===== config.mk =====
export PLATFORM = sky130hd
export DESIGN_NAME = bresenham_line_engine
export DESIGN_NICKNAME = d
export VERILOG_FILES = /design/src/rtl/bresenham_line_engine.sv
export SDC_FILE = /design/constraint.sdc
export NUM_CORES = 1
export LEC_CHECK = 0
export CAP_MARGIN = 10
export CORE_AREA = 2 2 175 177
export CTS_CLUSTER_SIZE = 40
export DETAILED_ROUTE_END_ITERATION = 8
export DIE_AREA = 0 0 177 179
export GPL_TIMING_DRIVEN = 1
export HOLD_SLACK_MARGIN = 0.02
export PLACE_DENSITY = 0.58
export SLEW_MARGIN = 15
export SYNTH_ARGS = -nofsm -noshare
export SYNTH_HDL_FRONTEND = slang
export SYNTH_SLANG_ARGS = --single-unit

===== constraint.sdc =====
create_clock -name clk -period 11.3 [get_ports clk]
set_input_delay 1.695 -clock clk [delete_from_list [all_inputs] [get_ports clk]]
set_output_delay 1.695 -clock clk [all_outputs]
set_load 0.01 [all_outputs]

===== src/rtl/bresenham_line_engine.sv =====
// Bresenham line rasteriser: one segment per start, one pixel per clock, all octants.
// Optional on-screen clipping of pixel_valid is enabled by defining LINE_CLIP_EN.
module bresenham_line_engine #(
   parameter int unsigned COORD_W = 11,
   parameter int unsigned X_MAX   = 639,
   parameter int unsigned Y_MAX   = 479
) (
   input  logic               clk,
   input  logic               reset_n,
   input  logic               start,
   input  logic [COORD_W-1:0] x0,
   input  logic [COORD_W-1:0] y0,
   input  logic [COORD_W-1:0] x1,
   input  logic [COORD_W-1:0] y1,
   output logic [COORD_W-1:0] x,
   output logic [COORD_W-1:0] y,
   output logic               pixel_valid,
   output logic               busy,
   output logic               done
);

   localparam int unsigned DW = COORD_W + 1;
   localparam int unsigned EW = COORD_W + 2;
`ifdef LINE_CLIP_EN
   localparam bit CLIP = 1'b1;
`else
   localparam bit CLIP = 1'b0;
`endif

   typedef enum logic [1:0] {IDLE, SETUP, DRAW, DONE} state_t;
   state_t state;

   logic [COORD_W-1:0] lx0, ly0, lx1, ly1;
   logic [COORD_W-1:0] major, minor, major_end, dx, dy;
   logic               steep, ystep_up;
   logic signed [EW-1:0] err;

   // Setup math on the latched endpoints
   logic signed [DW-1:0] ddx, ddy, adx, ady;
   logic               steep_c, swap_c;
   logic [COORD_W-1:0] a0, b0, a1, b1, m0, n0, m1, n1, dx_c, dy_c;
   logic signed [EW-1:0] err_init;

   always_comb begin
      ddx = $signed({1'b0, lx1}) - $signed({1'b0, lx0});
      ddy = $signed({1'b0, ly1}) - $signed({1'b0, ly0});
      adx = ddx[DW-1] ? -ddx : ddx;
      ady = ddy[DW-1] ? -ddy : ddy;
      steep_c = ady > adx;
      a0 = steep_c ? ly0 : lx0;
      b0 = steep_c ? lx0 : ly0;
      a1 = steep_c ? ly1 : lx1;
      b1 = steep_c ? lx1 : ly1;
      swap_c = a0 > a1;
      m0 = swap_c ? a1 : a0;
      n0 = swap_c ? b1 : b0;
      m1 = swap_c ? a0 : a1;
      n1 = swap_c ? b0 : b1;
      dx_c = m1 - m0;
      dy_c = (n1 >= n0) ? n1 - n0 : n0 - n1;
      err_init = -$signed(EW'(dx_c >> 1));
   end

   // Per-pixel step of the minor axis and error term
   logic signed [EW-1:0] err_acc, err_nx;
   logic [COORD_W-1:0] minor_nx, out_x, out_y;
   logic               pix_on;

   always_comb begin
      err_acc  = err + $signed(EW'(dy));
      err_nx   = err_acc;
      minor_nx = minor;
      if (!err_acc[EW-1]) begin
         err_nx   = err_acc - $signed(EW'(dx));
         minor_nx = ystep_up ? minor + COORD_W'(1) : minor - COORD_W'(1);
      end
      out_x  = steep ? minor : major;
      out_y  = steep ? major : minor;
      pix_on = !CLIP || ((32'(out_x) <= X_MAX) && (32'(out_y) <= Y_MAX));
   end

   always_ff @(posedge clk) begin
      if (!reset_n) begin
         state       <= IDLE;
         x           <= '0;
         y           <= '0;
         pixel_valid <= 1'b0;
         busy        <= 1'b0;
         done        <= 1'b0;
      end else begin
         pixel_valid <= 1'b0;
         done        <= 1'b0;
         case (state)
            IDLE: if (start) begin
               lx0   <= x0;
               ly0   <= y0;
               lx1   <= x1;
               ly1   <= y1;
               busy  <= 1'b1;
               state <= SETUP;
            end
            SETUP: begin
               steep     <= steep_c;
               major     <= m0;
               minor     <= n0;
               major_end <= m1;
               dx        <= dx_c;
               dy        <= dy_c;
               ystep_up  <= (n1 >= n0);
               err       <= err_init;
               state     <= DRAW;
            end
            DRAW: begin
               x           <= out_x;
               y           <= out_y;
               pixel_valid <= pix_on;
               err         <= err_nx;
               minor       <= minor_nx;
               major       <= major + COORD_W'(1);
               if (major == major_end) state <= DONE;
            end
            DONE: begin
               done  <= 1'b1;
               busy  <= 1'b0;
               state <= IDLE;
            end
            default: state <= IDLE;
         endcase
      end
   end

endmodule

==> results.md, run 1 <==
* Run status: completed
* HP Start: x[8]
* Commonest non-fill, non-tap cell in the layout: nand2_1
* Hold depth at 1
* Final slew viol count at 0
* Crit Path Category: reg -> reg
* # nets final at about 1500
* Max-cap violations at 0
* Critical Path Most Common Cell: a21o_1
* CTS hold repair buffers at 0
* Setup Viol. Count Final at 0
* Seq/Total Area, Yosys at 0.335
* YS warnings at 0
* Syn_nets at about 1500
* Ant diodes at 0
* Post-synth top area share at 0.290
* Final HPWL DP at approximately 24000 µm
* First-pass GRT wire length at 49400 µm
* Total CTS buffers at 17
* Die Wd at 177 µm
* Fin util at 0.456
* # rows at 64
* Synth top area cells: edfxtp_1 (29%), ha_1 (11%), mux2i_1 (6.0%)
* Die height at about 180 µm
* Core Footprint at ~30000 µm²
* CP max stage delay at 0.49 ns
* Relative slew slack at 0.329
* Post-route minimum period at around 11 ns
* Worst r2r path cells at 42
* Hold crit path type: reg -> reg
* IO Port Bufs at between 70 and 80
* Critical Path Sink Type: flip-flop
* FMAX at 0.0935 GHz
* Worst Clk Skew at ~0.012 ns
* Worst reg2reg startpoint: lx1[0]
* CP max-delay cell: mux2i_1
* Final hold violations at 0
* CTS tree: built
* DRT antenna net count at 0
* Arrival time worst endpoint at 10.89 ns
* Worst Tran Pin Value at 1.00 ns
* # DRC at 0
* CP required at between 10 and 15 ns
* RSZ-0062 raised after global routing: no
* Ys flop type: edfxtp_1
* Layout cells sized above 1 at 0.0749
* Avg WL per Cell at approximately 17 µm
* DIE AREA at approximately 32000 µm²
* Post-route clock period utilization at 0.946
* Cell type with the largest total area after synthesis: edfxtp_1
* CTS root buf: clkbuf_16
* Worst reg2reg setup slack at a little over 0.6 ns
* Vias per inst at between 5 and 6
* Clk_lat worst skew at roughly 0.44 ns
* Worst R2R End: dy[10]
* Cell area after synthesis at 11800 µm²
* Final WL at approximately 31000 µm
* Clock sinks at around 140
* Syn_area_per_cell at around 9.0 µm²
* Worst Hold Slack at between 0.4 and 0.5 ns
* I/O Pins at around 70
* Remaining Overflow, GRT at 0
* Via Count at 9608
* Routability Congestion at 0.914
* Fraction of registers with async set/reset at 0
* Worst Hold End: x[8]
* Post-synth EDFFs at 114
* H-tree depth at 4
* Fill count at between 2000 and 3000
* CTS clk-pin slew, worst paths at approximately 0.070 ns
* Largest net degree at the start of global routing at 103
* Worst-path maximum fanout at 25
* Drt pass-1 iters at 5
* Antenna violations before repair at 0
* Total Routing Usage GR at 0.201
* DR iter-0 viols at 530
* Critical Path Start Type: flip-flop
* Post-synthesis instance total at ~1300
* Most frequent cells in the layout: nand2_1 (163), inv_1 (123), edfxtp_1 (114)
* Initial core utilization at 0.394
* CTS Buffer Depth at 2
* Setup TNS at 0 ns
* Unique cell type count in the Yosys netlist at between 80 and 90
* Synthesis-to-layout area growth at 15.7%
* Vias in the first global route at about 9000
* FF+latch count, synth at between 100 and 150
-- Yosys cell counts (all sizes together), types with 5 or more instances --
master	instances
a211oi	7
a21boi	8
a21o	37
a21oi	103
a31oi	8
and2	9
and3	6
buf	13
clkbuf	42
dfxtp	27
edfxtp	114
fa	7
ha	104
inv	126
mux2	6
mux2i	72
nand2	164
nand2b	7
nand3	25
nand4	5
nor2	76
nor2b	15
nor3	12
nor4	7
o211a	24
o211ai	21
o21a	6
o21ai	76
o21bai	15
o31ai	6
or3	11
xnor2	61
xor2	44
-- worst max path at each step --
stage | start | end | slack [ns] | cells past startpoint
finish | lx1[0] | dy[10] | 0.61 | 42
global route | lx1[1] | dy[10] | 0.02 | 50
CTS | lx0[1] | dy[10] | 0.27 | 50
detailed placement | lx0[1] | dy[10] | 0.31 | 50
global placement | lx0[1] | dy[10] | 0.62 | 50
floorplan | ly1[0] | dy[3] | 0.63 | 49
-- logic make-up (layout without fill, tap and decap cells) --
kind of cell | Yosys count | after routing | share of synthesized area
and+or+nand+nor | 350 | 351 | 0.135
muxes | 78 | 78 | 0.0684
buffers and inverters | 181 | 253 | 0.0600
xor gates and xnor gates | 105 | 105 | 0.0791
adders and majority gates | 115 | 115 | 0.125
AOI/OAI and AO/OA | 346 | 346 | 0.197
DFF | 141 | 141 | 0.335
-- layout make-up --
cell class,count,area [µm²],share of cell area
Clock buffer,19,433,0.0316
Clock inverter,13,155,0.0113
Inverter,126,475,0.0347
Multi-Input combinational cell,995,7240,0.529
Sequential cell,141,3960,0.290
Tap cell,396,495,0.0362
Timing Repair Buffer,95,921,0.0673
-- critical path: cells and delay by family (launching register included) --
| family | cells | cell delay (ns) |
|---|---|---|
| AO/OA/AOI/OAI | 14 | 2.53 |
| XOR/XNOR | 2 | 0.49 |
| adder cells (fa/ha/maj) | 5 | 1.71 |
| buffers and inverters | 5 | 1.08 |
| flip-flops | 1 | 0.39 |
| multiplexers | 2 | 0.86 |
| AND/OR/NAND/NOR | 14 | 3.35 |
-- state kept, by name (all words and copies together), names as in the netlist --
name,cells
err,13
dx,11
dy,11
lx0,11
lx1,11
ly0,11
ly1,11
major,11
major_end,11
minor,11
x,11
y,11
state,2
busy,1
done,1
pixel_valid,1
steep,1
ystep_up,1
-- stage by stage --
step           setup slack [ns]  instances  instance area, µm²
6_report                  0.607       1785               13700
3_5_place_dp              0.305       1750               13000
4_1_cts                   0.273       1782               13600
5_1_grt                  0.0165       1785               13700
2_1_floorplan             0.631       1316               11800
3_3_place_gp              0.616       1750               13000
-- layer usage --
metal	global-route usage	share of wire	up-vias
met5	0	0	-
met4	0.0692	0.026	0
met3	0.0329	0.040	49
met2	0.335	0.47	231
met1	0.265	0.46	4538
li1	-	-	4790
-- repair_timing --
| item | CTS | global route |
|---|---|---|
| resized for setup | 0 | 16 |
| buffers inserted | 0 | 1 |
| endpoints found under the setup margin | 0 | 11 |
Power of run 1 is not shown: default switching activity piles up to over one toggle a cycle in this logic, so the estimate is an artifact.
==> inputs of run 2 (changes only) <==
CTS_CLUSTER_SIZE = 25   (was 40)
PLACE_DENSITY = 0.56   (was 0.58)
SETUP_SLACK_MARGIN = 0.5   (was default)
clock period = 10.72 ns   (was 11.3 ns; I/O delays follow)
==> results.md, run 2 (synthesis results as in run 1) <==
* CTS tree: built
* Antenna violations before repair at 0
* IO Port Bufs at between 70 and 80
* Drt pass-1 iters at 7
* Core Footprint at roughly 30000 µm²
* Total CTS buffers at 17
* First-pass GRT wire length at 50400 µm
* Place WS at -0.0265 ns
* Commonest non-fill, non-tap cell in the layout: nand2_1
* DRT antenna net count at 0
* Run status: completed
* Post-route minimum period at 9.74 ns
* Worst Tran Pin Value at ~1.2 ns
* Worst Hold Slack at around 0.48 ns
* Ant diodes at 0
* Fill count at 2881
* Final WL at 32700 µm
* DIE AREA at approximately 32000 µm²
* Clk_lat worst skew at around 0.44 ns
* Arrival time worst endpoint at 9.91 ns
* Crit Path Category: reg -> reg
* Largest net degree at the start of global routing at between 100 and 150
* Vias per inst at roughly 5.3
* CTS Buffer Depth at 2
* Most flop-heavy register: err
* # nets final at between 1500 and 2000
* Layout cells sized above 1 at 0.122
* CP max-delay cell: or3_1
* Final HPWL DP at 25400 µm
* Critical Path Sink Type: flip-flop
* Max-cap violations at 0
* Final slew viol count at 0
* Die Wd at roughly 180 µm
* Routability Congestion at a little over 0.9
* Total Routing Usage GR at 0.208
* Die height at 179 µm
* Avg WL per Cell at about 18 µm
* Final worst-path setup slack at 0.981 ns
* # DRC at 0
* GR Layer Usage met3 at 0.0284
* # rows at 64
* Hold crit path type: reg -> reg
* GR Util met1 at 0.281
* RSZ-0062 raised after global routing: no
* Synthesis-to-layout area growth at 19.6%
* Setup Viol. Count Final at 0
* I/O Pins at 72
* FMAX at a little over 0.1 GHz
* Via Count at around 9700
* CTS root buf: clkbuf_16
* Clock sinks at 141
* Critical Path Most Common Cell: a21o_1
* Busiest metal layer after global routing: met2
* Initial core utilization at 0.394
* CP max stage delay at around 0.43 ns
* CTS hold repair buffers at 0
* Remaining Overflow, GRT at 0
* CTS clk-pin slew, worst paths at ~0.060 ns
* Relative slew slack at 0.232
* Vias in the first global route at about 9200
* Most frequent cells in the layout: nand2_1 (161), inv_1 (120), edfxtp_1 (114)
* Max FFs per register at 13
* H-tree depth at 4
* Post-route clock period utilization at 0.908
* DR iter-0 viols at approximately 700
* CP required at around 11 ns
* M2 GR Usage at 0.344
* Critical Path Start Type: flip-flop
* Final hold violations at 0
* Worst-path maximum fanout at 17
* Worst Clk Skew at around 0.019 ns
## run 2: metal layers
layer  part of all wire  wire (µm)
met2               0.46      15200
met3              0.044       1440
met4              0.024        771
met1               0.47      15300
met5                  0          0
## run 2: stage by stage
| step | instances | TNS, ns | util | instance area [µm²] |
|---|---|---|---|---|
| after CTS | 1799 | 0 | 0.458 | 13800 |
| after floorplan | 1316 | 0 | - | 11800 |
| after global placement | 1766 | 0 | 0.437 | 13100 |
| final | 1823 | 0 | 0.471 | 14100 |
| after global routing | 1823 | 0 | 0.471 | 14100 |
| after detailed placement | 1766 | -0.0265 | 0.437 | 13100 |
## run 2: worst paths after layout
kind,end,slack (ns),startpoint,cells after the start
worst max register to register,dy[10],0.98,ly1[0],46
worst min-delay path,y[5],0.48,y[5],1
worst min register to register,y[5],0.48,y[5],1
worst max-delay path,dy[10],0.98,ly1[0],46
## run 2: repair_timing
action | in CTS | in global routing
endpoints found under the hold margin | 0 | 0
pin swaps | 1 | 17
setup endpoints to repair | 11 | 17
resized for setup | 15 | 56
cloned | 0 | 1
buffers inserted | 1 | 22
## run 2: cell type report
class	count	area [µm²]	share of cell area
multi-input cells	995	7400	0.523
inverters	126	480	0.0340
flip-flops and latches	141	3960	0.280
well taps	396	495	0.0350
clock inverters	8	62.6	0.00442
clock buffers	24	536	0.0379
repair buffers	133	1210	0.0856
## run 2: critical path: cells and delay by family, from the launching register on
kind | cells | cell delay, ns
compound gates | 22 | 4.10
xor+xnor | 2 | 0.24
fa+ha+maj | 5 | 1.48
buf+inv | 7 | 0.75
flops | 1 | 0.39
mux | 4 | 0.80
simple gates | 6 | 1.70
Power of run 2 is left out for the same reason.
==> inputs of run 3 (changes only) <==
clock period = 12.3 ns   (was 10.72 ns; I/O delays follow)
==> results.md, run 3 (synthesis results as in run 1) <==
* Final hold violations at 0
* Critical Path Sink Type: flip-flop
* DRT antenna net count at 0
* Critical Path Start Type: flip-flop
* DIE AREA at ~32000 µm²
* Final HPWL DP at roughly 25000 µm
* CTS Buffer Depth at 2
* Worst-path maximum fanout at 27
* Crit path buffers/inverters at 7
* Max FFs per register at 13
* Hold crit path type: reg -> reg
* Initial core utilization at 0.394
* Clock sinks at ~140
* # DRC at 0
* CP max-delay cell: edfxtp_1
* First-pass GRT wire length at around 50000 µm
* Setup TNS at 0 ns
* Final slew viol count at 0
* Critical path's top delay family: compound AO/OA/AOI/OAI gates
* I/O Pins at 72
* Most frequent cells in the layout: nand2_1 (163), inv_1 (124), edfxtp_1 (114)
* Layout cells sized above 1 at 0.0717
* Run status: completed
* Arrival time worst endpoint at between 10 and 15 ns
* Clk_lat worst skew at about 0.43 ns
* H-tree depth at 4
* Routability Congestion at slightly below 0.9
* Largest net degree at the start of global routing at 79
* Post-route clock period utilization at 0.888
* Die height at roughly 180 µm
* Relative slew slack at 0.316
* Final WL at between 30000 and 40000 µm
* Core Footprint at between 30000 and 40000 µm²
* Total Routing Usage GR at 0.205
* Total CTS buffers at 17
* Post-route minimum period at ~11 ns
* Antenna violations before repair at 0
* CTS tree: built
* Avg WL per Cell at roughly 18 µm
* Drt pass-1 iters at 6
* Critical Path Most Common Cell: a21o_1
* IO Port Bufs at 71
* Ant diodes at 0
* Via Count at between 9000 and 10000
* FMAX at approximately 0.09 GHz
* CTS clk-pin slew, worst paths at around 0.07 ns
* # nets final at approximately 1500
* Crit Path Category: reg -> reg
* Worst Tran Pin Value at just over 1 ns
* Finished Layout Cells at 1777
* Max-cap violations at 0
* Commonest non-fill, non-tap cell in the layout: nand2_1
* Synthesis-to-layout area growth at 15.2%
* Post-Place Cells at 1744
* Die Wd at 177 µm
* Vias in the first global route at 9155
* CTS root buf: clkbuf_16
* DR iter-0 viols at 852
* Most flop-heavy register: err
* Worst Clk Skew at 0.0135 ns
* RSZ-0062 raised after global routing: no
* # rows at 64
* CP max stage delay at around 0.5 ns
* Setup Viol. Count Final at 0
* Remaining Overflow, GRT at 0
* CP required at 12.47 ns
* Vias per inst at around 5.4
## run 3: changes by cell type in the layout (fill, tap and decap cells not counted), moves of 4 or more
cell	delta
a21oi_1	+8
a21oi_2	-8
buf_4	-43
ha_1	+4
inv_1	+4
inv_4	-5
inv_8	+4
o21ai_0	+8
o21ai_1	-8
xnor2_1	+4
xnor2_2	-4
## run 3: metrics by stage
stage	hold WS, ns	setup WS [ns]	instance area (µm²)	utilization
after floorplan	0.519	1.63	11800	-
after global placement	0.463	0.942	12900	0.431
after detailed placement	0.471	0.616	12900	0.431
after CTS	0.488	0.567	13500	0.451
after global routing	0.501	0.522	13600	0.454
final	0.483	1.38	13600	0.454
## run 3: layout make-up
type / instances / area, µm²
clock buffer: 17 / 425
clock inverter: 15 / 173
fill: 2952 / 16400
inverter: 126 / 480
multi-input combinational: 994 / 7230
sequential: 141 / 3960
tap: 396 / 495
timing repair buffer: 88 / 857
## run 3: metal layers
layer	wire length, µm	vias up	share of wire	GRT usage
met2	14600	257	0.46	0.334
li1	-	4764	-	-
met1	15000	4500	0.47	0.278
met4	853	0	0.027	0.0702
met5	0	-	0	0
met3	1430	44	0.045	0.0314
## run 3: worst paths after layout
path	depth (start not counted)	to	startpoint	slack, ns
worst min-delay path	1	x[3]	x[3]	0.48
worst min register to register	1	x[3]	x[3]	0.48
worst max-delay path	51	dy[10]	ly0[1]	1.38
worst max register to register	51	dy[10]	ly0[1]	1.38
## run 3: worst reg2reg max path: cells and delay by family, from the launching register on
family / cells / cell delay [ns]
AOI/OAI and AO/OA: 29 / 5.46
xor gates and xnor gates: 1 / 0.10
adders and majority gates: 4 / 1.18
buffers and inverters: 7 / 1.29
DFF: 1 / 0.49
muxes: 3 / 0.89
and+or+nand+nor: 7 / 1.24
## run 3: timing repair
item	CTS	global route
gates resized for setup	0	21
hold buffers	0	0
setup buffers	0	0
endpoints found under the setup margin	0	11
Power of run 3 is left out for the same reason.
